[src/rtl/timer_pkg.sv]
// Shared definitions for the digital timer: FSM state encoding and datapath defaults.
// Also imported by the digital timer top level.
package timer_pkg;

  typedef enum logic [1:0] {
    ST_IDLE  = 2'd0,
    ST_RUN   = 2'd1,
    ST_PAUSE = 2'd2,
    ST_DONE  = 2'd3
  } timer_state_e;

  localparam int unsigned MAX_COUNT_DEFAULT   = 99;
  localparam int unsigned ALARM_TICKS_DEFAULT = 8;

  localparam int unsigned COUNT_W = 8;

endpackage : timer_pkg

[src/rtl/alarm_stretch.sv]
// Holds the terminal-count alarm high for ALARM_TICKS tick strobes after DONE entry.
// A down-counter is loaded on entry, and the alarm drops on its terminal count.
module alarm_stretch
  import timer_pkg::*;
#(
  parameter int unsigned ALARM_TICKS = ALARM_TICKS_DEFAULT
) (
  input  logic clk_i,
  input  logic reset_i,
  input  logic clear_i,
  input  logic start_i,
  input  logic active_i,
  input  logic tick_i,
  output logic alarm_o
);

  localparam logic [7:0] LOAD = 8'(ALARM_TICKS);

  logic [7:0] left_q;
  logic       alarm_q;

  always_ff @(posedge clk_i) begin
    if (reset_i || clear_i) begin
      left_q  <= 8'd0;
      alarm_q <= 1'b0;
    end else if (start_i) begin
      left_q  <= LOAD;
      alarm_q <= 1'b1;
    end else if (active_i && tick_i && (left_q != 8'd0)) begin
      left_q <= left_q - 8'd1;
      if (left_q == 8'd1) begin
        alarm_q <= 1'b0;
      end
    end
  end

  assign alarm_o = alarm_q;

endmodule : alarm_stretch

[src/rtl/timer_ctrl.sv]
// Run/pause/lap/clear controller for the digital timer datapath counter.
//   state | meaning
//   IDLE  | stopped at zero, waiting for start_stop
//   RUN   | counter advances on tick
//   PAUSE | counter held, display may still be frozen
//   DONE  | terminal count reached, alarm stretch running
module timer_ctrl
  import timer_pkg::*;
#(
  parameter int unsigned MAX_COUNT   = MAX_COUNT_DEFAULT,
  parameter int unsigned ALARM_TICKS = ALARM_TICKS_DEFAULT
) (
  input  logic       clk_50MHz,
  input  logic       reset,
  input  logic       tick,
  input  logic       start_stop,
  input  logic       lap,
  input  logic       clear,
  input  logic [7:0] count,
  output logic       cnt_en,
  output logic       cnt_clr,
  output logic       disp_hold,
  output logic [7:0] lap_val,
  output logic       done,
  output logic       alarm,
  output logic [1:0] state
);

  localparam logic [7:0] TERM    = 8'(MAX_COUNT);
  localparam logic [7:0] TERM_M1 = 8'(MAX_COUNT - 1);

  timer_state_e state_q, state_d;
  logic         hold_q, hold_d;
  logic [7:0]   lap_q, lap_d;
  logic         cnt_clr_q;
  logic         enter_done;
  logic         alarm_w;

  // Zero-latency grant: the datapath sees cnt_en in the same cycle as tick.
  assign cnt_en = (state_q == ST_RUN) && tick && (count < TERM);

  always_comb begin
    state_d    = state_q;
    hold_d     = hold_q;
    lap_d      = lap_q;
    enter_done = 1'b0;
    if (clear) begin
      state_d = ST_IDLE;
      hold_d  = 1'b0;
      lap_d   = 8'd0;
    end else if (start_stop) begin
      unique case (state_q)
        ST_IDLE:  state_d = ST_RUN;
        ST_RUN:   state_d = ST_PAUSE;
        ST_PAUSE: state_d = ST_RUN;
        ST_DONE:  state_d = ST_DONE;
        default:  state_d = ST_IDLE;
      endcase
    end else begin
      // count >= TERM covers a datapath that got ahead of us (e.g. resumed past terminal).
      if ((state_q == ST_RUN) &&
          ((count >= TERM) || (cnt_en && (count == TERM_M1)))) begin
        state_d    = ST_DONE;
        enter_done = 1'b1;
      end
      if (lap) begin
        if (state_q == ST_RUN) begin
          if (hold_q) begin
            hold_d = 1'b0;
          end else begin
            hold_d = 1'b1;
            lap_d  = count;
          end
        end else if ((state_q == ST_PAUSE) && hold_q) begin
          hold_d = 1'b0;
        end
      end
    end
  end

  always_ff @(posedge clk_50MHz) begin
    if (reset) begin
      state_q   <= ST_IDLE;
      hold_q    <= 1'b0;
      lap_q     <= 8'd0;
      cnt_clr_q <= 1'b0;
    end else begin
      state_q   <= state_d;
      hold_q    <= hold_d;
      lap_q     <= lap_d;
      cnt_clr_q <= clear;
    end
  end

  alarm_stretch #(
    .ALARM_TICKS(ALARM_TICKS)
  ) u_alarm_stretch (
    .clk_i   (clk_50MHz),
    .reset_i (reset),
    .clear_i (clear),
    .start_i (enter_done),
    .active_i(state_q == ST_DONE),
    .tick_i  (tick),
    .alarm_o (alarm_w)
  );

  assign cnt_clr   = cnt_clr_q;
  assign disp_hold = hold_q;
  assign lap_val   = lap_q;
  assign done      = (state_q == ST_DONE);
  assign alarm     = alarm_w;
  assign state     = state_q;

endmodule : timer_ctrl

[config.mk]
export PLATFORM = sky130hd
export DESIGN_NAME = timer_ctrl
export DESIGN_NICKNAME = d
export VERILOG_FILES = /design/src/rtl/timer_pkg.sv /design/src/rtl/alarm_stretch.sv /design/src/rtl/timer_ctrl.sv
export SDC_FILE = /design/constraint.sdc
export NUM_CORES = 1
export LEC_CHECK = 0
export CELL_PAD_IN_SITES_DETAIL_PLACEMENT = 2
export CELL_PAD_IN_SITES_GLOBAL_PLACEMENT = 2
export CORE_MARGIN = 2
export CORE_UTILIZATION = 24
export CTS_CLUSTER_DIAMETER = 200
export DETAILED_ROUTE_END_ITERATION = 16
export GPL_ROUTABILITY_DRIVEN = 0
export HOLD_SLACK_MARGIN = 0.12
export PLACE_DENSITY = 0.69
export SLEW_MARGIN = 20
export SYNTH_ARGS = -nofsm -noshare
export SYNTH_HDL_FRONTEND = slang
export SYNTH_SLANG_ARGS = --single-unit
[constraint.sdc]
create_clock -name clk_50MHz -period 1.5 [get_ports clk_50MHz]
set_input_delay 0.3 -clock clk_50MHz [delete_from_list [all_inputs] [get_ports clk_50MHz]]
set_output_delay 0.3 -clock clk_50MHz [all_outputs]
set_load 0.05 [all_outputs]
==> flow_metrics.tcl, run 1 <==
set metrics [dict create \
    status "finished, violations left" \
    violations "setup timing" \
    place_ws_ps -583.0 \
    ant_nets 0 \
    synthToLayoutAreaGrowth_pct 96.95 \
    ir_drop_uv 318.0 \
    layout.nets 197 \
    final_area_um2 2023 \
    relSlewSlack 0.6516 \
    die_w_um 69.42 \
    synth_edf_count 0 \
    rows 23 \
    synth_cells 114 \
    io_pins 29 \
    critPathRequiredTime_ps 1700 \
    rsz0062_at_grt "true" \
    p_int_uw 850.7 \
    grt_overflow_total 0 \
    post_drt_wl_per_cell_um 18.97 \
    fin_crit_sh 1.141 \
    start_kind "flip-flop" \
    power_per_cell_area_nw_per_um2 569.4 \
    io_buffers 28 \
    insertion_delay_ps 270 \
    synthSimpleGateAreaFrac 0.2789 \
    synth_nets 131 \
    criticalPathCategory "flip-flop to flip-flop" \
    clkPwrFrac 0.343 \
    grt_pass1_wl_um 6251 \
    ys.flop_type "dfxtp_1" \
    ys_types 34 \
    drt_wl_total_um 4345 \
    dpl.cell_count 216 \
    cts-root-buf "clkbuf_8" \
    tightestPinTransition_ps 518.6 \
    cts_tree "done" \
    synthesis.area_um2 1027 \
    reg2reg_depth 4 \
    drt-initial-drc-count 34 \
    finClkSkew_ps 3.981 \
    finalHoldViolCount 0 \
    grt_max_degree 13 \
    synthAdderAreaFrac 0.03654 \
    seq_area_frac_synth 0.4093 \
    finalSetupTns_ps -1279 \
    hp-class "input pin to flip-flop" \
    cap_violations 0 \
    diodes 0 \
    dpl.hpwl_um 3063 \
    yosysMostFrequentCell "dfxtp_1" \
    max_clock_freq_mhz 584.2 \
    final_cells 229 \
    num_vias 1128 \
    hold_buffers 0 \
    grt_pass1_vias 1226 \
    track_usage 0.1616 \
    yosys.area.top_type "dfxtp_1" \
    synth_top_cell_area_share 0.4093 \
    firstDrtPassIters 4 \
    yosys_warnings 0 \
    synth_mux_area_frac 0.08770 \
    synthTopCellsByArea "dfxtp_1 41%, mux2i_1 8.8%, a21oi_1 5.8%, nor2_1 4.8%, ha_1 3.7%" \
    die_h_um 69.42 \
    synth_top_family_by_area "simple AND/OR/NAND/NOR gates" \
    async_flop_share 0 \
    core_um2 4058 \
    setup_viol 16 \
    p_sw_uw 301.3 \
    clkSinkCount 21 \
    path_clk_slew_ps 80 \
    cts_buffers 3 \
    slew_violations 0 \
    htreeDepth 1 \
    pwr-share-comb 0.166 \
    vias_per_cell 4.926 \
    avgSynthCellArea_um2 9.011 \
    post-route-drc-count 0 \
    synth-xor-area-share 0.01705 \
    clockBufferDepth 2 \
    switching_share 0.2616 \
    leakagePower_nw 0.7628 \
    fin_crit_ps 1712 \
    synth-seq-cells 21 \
    end_kind "flip-flop" \
    synth_compound_area_frac 0.1498 \
    worstPathArrival_ps 1910 \
    drive_above_1_share 0.5307 \
    placed_area_um2 1725 \
    min_path_cells 3 \
    crit_fanout 5 \
    total_power_mw 1.152 \
    die-area_um2 4819 \
    finalWorstSetupSlack_ps -211.9 \
    start_util 0.2532 \
    synth_common_cells "21 x dfxtp_1, 13 x nor2_1, 12 x a21oi_1" \
    p_seq_frac 0.491 \
    antenna_found_initial 0 \
]
power by group through the flow:
stage	clock network, mW	logic, mW	registers (mW)
2_1_floorplan	0	0.0407	0.593
3_3_place_gp	0	0.162	0.578
3_5_place_dp	0	0.170	0.578
4_1_cts	0.392	0.183	0.566
5_1_grt	0.430	0.203	0.566
6_report	0.395	0.191	0.566
cell type report:
type,instances,area (um^2)
well taps,50,62.56
fillers,414,2034
inverters,2,10.01
clock buffers,4,45.04
repair buffers,64,737.0
multi-input cells,88,734.5
flip-flops and latches,21,434.2
per-layer routing:
layer,share of wire,GRT usage
met5,0,0
met4,0.014,0.03268
met3,0.036,0.03924
met2,0.56,0.3130
met1,0.39,0.1761
cells by family after synthesis:
logic type                 after synthesis
buffers and inverters                    5
and+or+nand+nor                         49
AOI/OAI and AO/OA                       25
muxes                                    9
DFF                                     21
adders and majority gates                3
xor gates and xnor gates                 2
metrics by stage:
| step | util | hold WS (ps) |
|---|---|---|
| after CTS | 0.4709 | 544.6 |
| final | 0.4986 | 426.3 |
| after detailed placement | 0.4252 | 527.9 |
| after global placement | 0.4252 | 477.0 |
| after global routing | 0.4986 | 442.9 |
| after floorplan | - | 371.6 |
worst paths after layout:
path / from / endpoint / slack [ps]
max: u_alarm_stretch.left_q[1]$_SDFFE_PP0P_ / u_alarm_stretch.left_q[5]$_SDFFE_PP0P_ / -210
min reg2reg: u_alarm_stretch.alarm_o$_SDFFE_PP0P_ / u_alarm_stretch.alarm_o$_SDFFE_PP0P_ / 560
min: count[4] / lap_val[4]$_SDFFE_PP0P_ / 430
max reg2reg: u_alarm_stretch.left_q[1]$_SDFFE_PP0P_ / u_alarm_stretch.left_q[5]$_SDFFE_PP0P_ / -210
critical path: stages, from the launching register on:
cell and delay [ps]:
dfxtp_2 350, buf_6 120, or4_4 540, or4b_4 500, a21oi_2 140
flip-flops by register name, indices dropped and copies added, names as in the netlist:
register and cells:
cnt_clr 1, disp_hold 1, lap_val 8, state 2, u_alarm_stretch.alarm_o 1, u_alarm_stretch.left_q 8
layout by cell type, fill, tap and decap left out, types with 2 or more instances in the layout:
cell and n:
a21oi_1 7, nand2_1 4, nor3_1 2, dfxtp_4 2, nand2_2 2, dfxtp_2 5
buf_4 28, buf_6 8, or4_4 3, nor2b_1 2, buf_12 15, mux2i_1 9
nor2_1 13, dfxtp_1 14, xnor2_1 2, and2_2 2, a21oi_2 5, clkbuf_8 3
nand2b_1 3, o21ai_0 5, dlymetal6s2s_1 3, nand4b_1 2, nor3b_4 2, clkdlybuf4s50_1 9
or2_2 2, ha_4 2
timing repair:
| item | CTS | global route |
|---|---|---|
| setup endpoints to repair | 18 | 18 |
| gates resized for setup | 25 | 24 |
| buffers inserted | 5 | 4 |
| pin swaps | 10 | 14 |
Note: power is estimated with default switching activity, not from simulation.
==> inputs of run 2 (changes only) <==
==> constraint.sdc (replaced) <==
create_clock -name clk_50MHz -period 1.5 [get_ports clk_50MHz]
set_input_delay 0.15 -clock clk_50MHz [delete_from_list [all_inputs] [get_ports clk_50MHz]]
set_output_delay 0.15 -clock clk_50MHz [all_outputs]
set_load 0.05 [all_outputs]
==> run 2 against run 1 <==
Against the previous run:
- the run still ends with setup timing left
- clock skew down 1.4 ps
- setup slack better by 92 ps
- die area unchanged
- critical path type unchanged
==> flow_metrics.tcl, run 2 (same netlist as run 1, synthesis figures left out) <==
set metrics [dict create \
    finalWorstSetupSlack_ps -119.4 \
    core_um2 4058 \
    diodes 0 \
    die_w_um 69.42 \
    leakagePower_nw 0.6563 \
    seq_area_um2 432.9 \
    cts_buffers 3 \
    end_kind "flip-flop" \
    clockBufferDepth 2 \
    reg2reg_depth 6 \
    start_util 0.2532 \
    setup_viol 7 \
    critPathRequiredTime_ps 1700 \
    ant_nets 0 \
    fin_crit_ps 1619 \
    htreeDepth 1 \
    grt_pass1_wl_um 5720 \
    criticalPathCategory "flip-flop to flip-flop" \
    power_per_cell_area_nw_per_um2 642.0 \
    whs_endpoint "lap_val[2]$_SDFFE_PP0P_" \
    drt-initial-drc-count 19 \
    post-route-drc-count 0 \
    grt_max_degree 13 \
    antenna_found_initial 0 \
    dpl.hpwl_um 2639 \
    layout.nets 185 \
    die_h_um 69.42 \
    firstDrtPassIters 4 \
    max_clock_freq_mhz 617.5 \
    finalHoldViolCount 0 \
    insertion_delay_ps 260 \
    final_cells 217 \
    violations "setup timing" \
    r2r-end "u_alarm_stretch.left_q[6]$_SDFFE_PP0P_" \
    cpMaxStageDelayCell "or4_4" \
    tightestPinTransition_ps 295.4 \
    fin_crit_sh 1.080 \
    reg2reg_slack_ps -120 \
    finClkSkew_ps 2.554 \
    min_path_cells 4 \
    rows 23 \
    hold_buffers 0 \
    io_buffers 28 \
    relSlewSlack 0.8005 \
    ir_drop_uv 442.5 \
    path_cells "inv_4 -> ha_4 -> nand4_1 -> or4_4 -> or3_1 -> a21oi_1" \
    num_vias 1059 \
    worstPathArrival_ps 1820 \
    slew_violations 0 \
    start_kind "flip-flop" \
    vias_per_cell 4.880 \
    cts_tree "done" \
    status "finished, violations left" \
    place_ws_ps -422.7 \
    drive_above_1_share 0.4611 \
    die-area_um2 4819 \
    hp-class "input pin to flip-flop" \
    grt_pass1_vias 1197 \
    crit_fanout 3 \
    clkSinkCount 21 \
    critPathMaxStageDelay_ps 430 \
    layout_commonest_cell "buf_4" \
    mostFrequentLayoutCells "33 x buf_4, 15 x dfxtp_1, 13 x nor2_1" \
    r2r_start "u_alarm_stretch.left_q[0]$_SDFFE_PP0P_" \
    rsz0062_at_grt "true" \
    grt_overflow_total 0 \
    drt_wl_total_um 3552 \
    dpl.cell_count 211 \
    cts-root-buf "clkbuf_8" \
    path_clk_slew_ps 80 \
    track_usage 0.1504 \
    num-fill-cells 447 \
    multiInputGateArea_um2 684.4 \
    holdCritStartpoint "count[2]" \
    io_pins 29 \
    post_drt_wl_per_cell_um 16.37 \
    cap_violations 0 \
    synthToLayoutAreaGrowth_pct 66.14 \
]
## run 2: changes by cell type in the layout (fill, tap and decap cells not counted), sizes merged
cell | previous run | this run
clkdlybuf4s50 | 9 | 11
buf | 51 | 39
dlymetal6s2s | 3 | 2
clkbuf | 4 | 3
clkinv | 0 | 1
dlygate4sd2 | 1 | 0
## run 2: worst max path at each step
stage	startpoint	to	slack, ps
2_1_floorplan	state[0]$_SDFFE_PP0P_	u_alarm_stretch.left_q[5]$_SDFFE_PP0P_	-230
3_3_place_gp	tick	u_alarm_stretch.left_q[5]$_SDFFE_PP0P_	-350
3_5_place_dp	tick	u_alarm_stretch.left_q[5]$_SDFFE_PP0P_	-420
4_1_cts	u_alarm_stretch.left_q[0]$_SDFFE_PP0P_	u_alarm_stretch.left_q[6]$_SDFFE_PP0P_	-120
5_1_grt	u_alarm_stretch.left_q[0]$_SDFFE_PP0P_	u_alarm_stretch.left_q[5]$_SDFFE_PP0P_	-180
6_report	u_alarm_stretch.left_q[0]$_SDFFE_PP0P_	u_alarm_stretch.left_q[6]$_SDFFE_PP0P_	-120
## run 2: final cells by class
cell class                 count  share of cell area
sequential                    21              0.2537
inverter                       2            0.007331
timing repair buffer          52              0.2742
clock buffer                   3             0.02419
multi-input combinational     88              0.4010
clock inverter                 1            0.002933
tap                           50             0.03666
## run 2: routing by layer
metal / track usage / share of wire
met1: 0.1582 / 0.40
met2: 0.2970 / 0.55
met3: 0.02762 / 0.035
met4: 0.04575 / 0.011
met5: 0 / 0
## run 2: critical path, delay by kind of cell, from the launching register on
family,cells,cell delay (ps)
flops,1,350
simple gates,3,870
compound gates,1,120
fa+ha+maj,1,130
buf+inv,1,80
## run 2: stage by stage
step	utilization	hold WS [ps]	setup TNS [ps]	power, mW	cell area [um^2]
CTS	0.4064	473.0	-571.1	1.112	1649
detailed placement	0.3759	478.9	-2439	0.7171	1525
finish	0.4206	320.8	-467.9	1.096	1707
global placement	0.3759	477.7	-1863	0.7129	1525
floorplan	-	221.6	-521.5	0.6338	1050
global route	0.4206	357.1	-1261	1.157	1707
## run 2: power by group
| group | internal [mW] | switching (mW) |
|---|---|---|
| clock | 0.185 | 0.195 |
| sequential | 0.560 | 0.00421 |
| combinational | 0.0739 | 0.0773 |
| total | 0.819 | 0.277 |
## run 2: repair_timing
action	4_1_cts	5_1_grt
pin swaps	7	4
endpoints found under the setup margin	18	17
gates resized for setup	21	12
buffers inserted	0	2
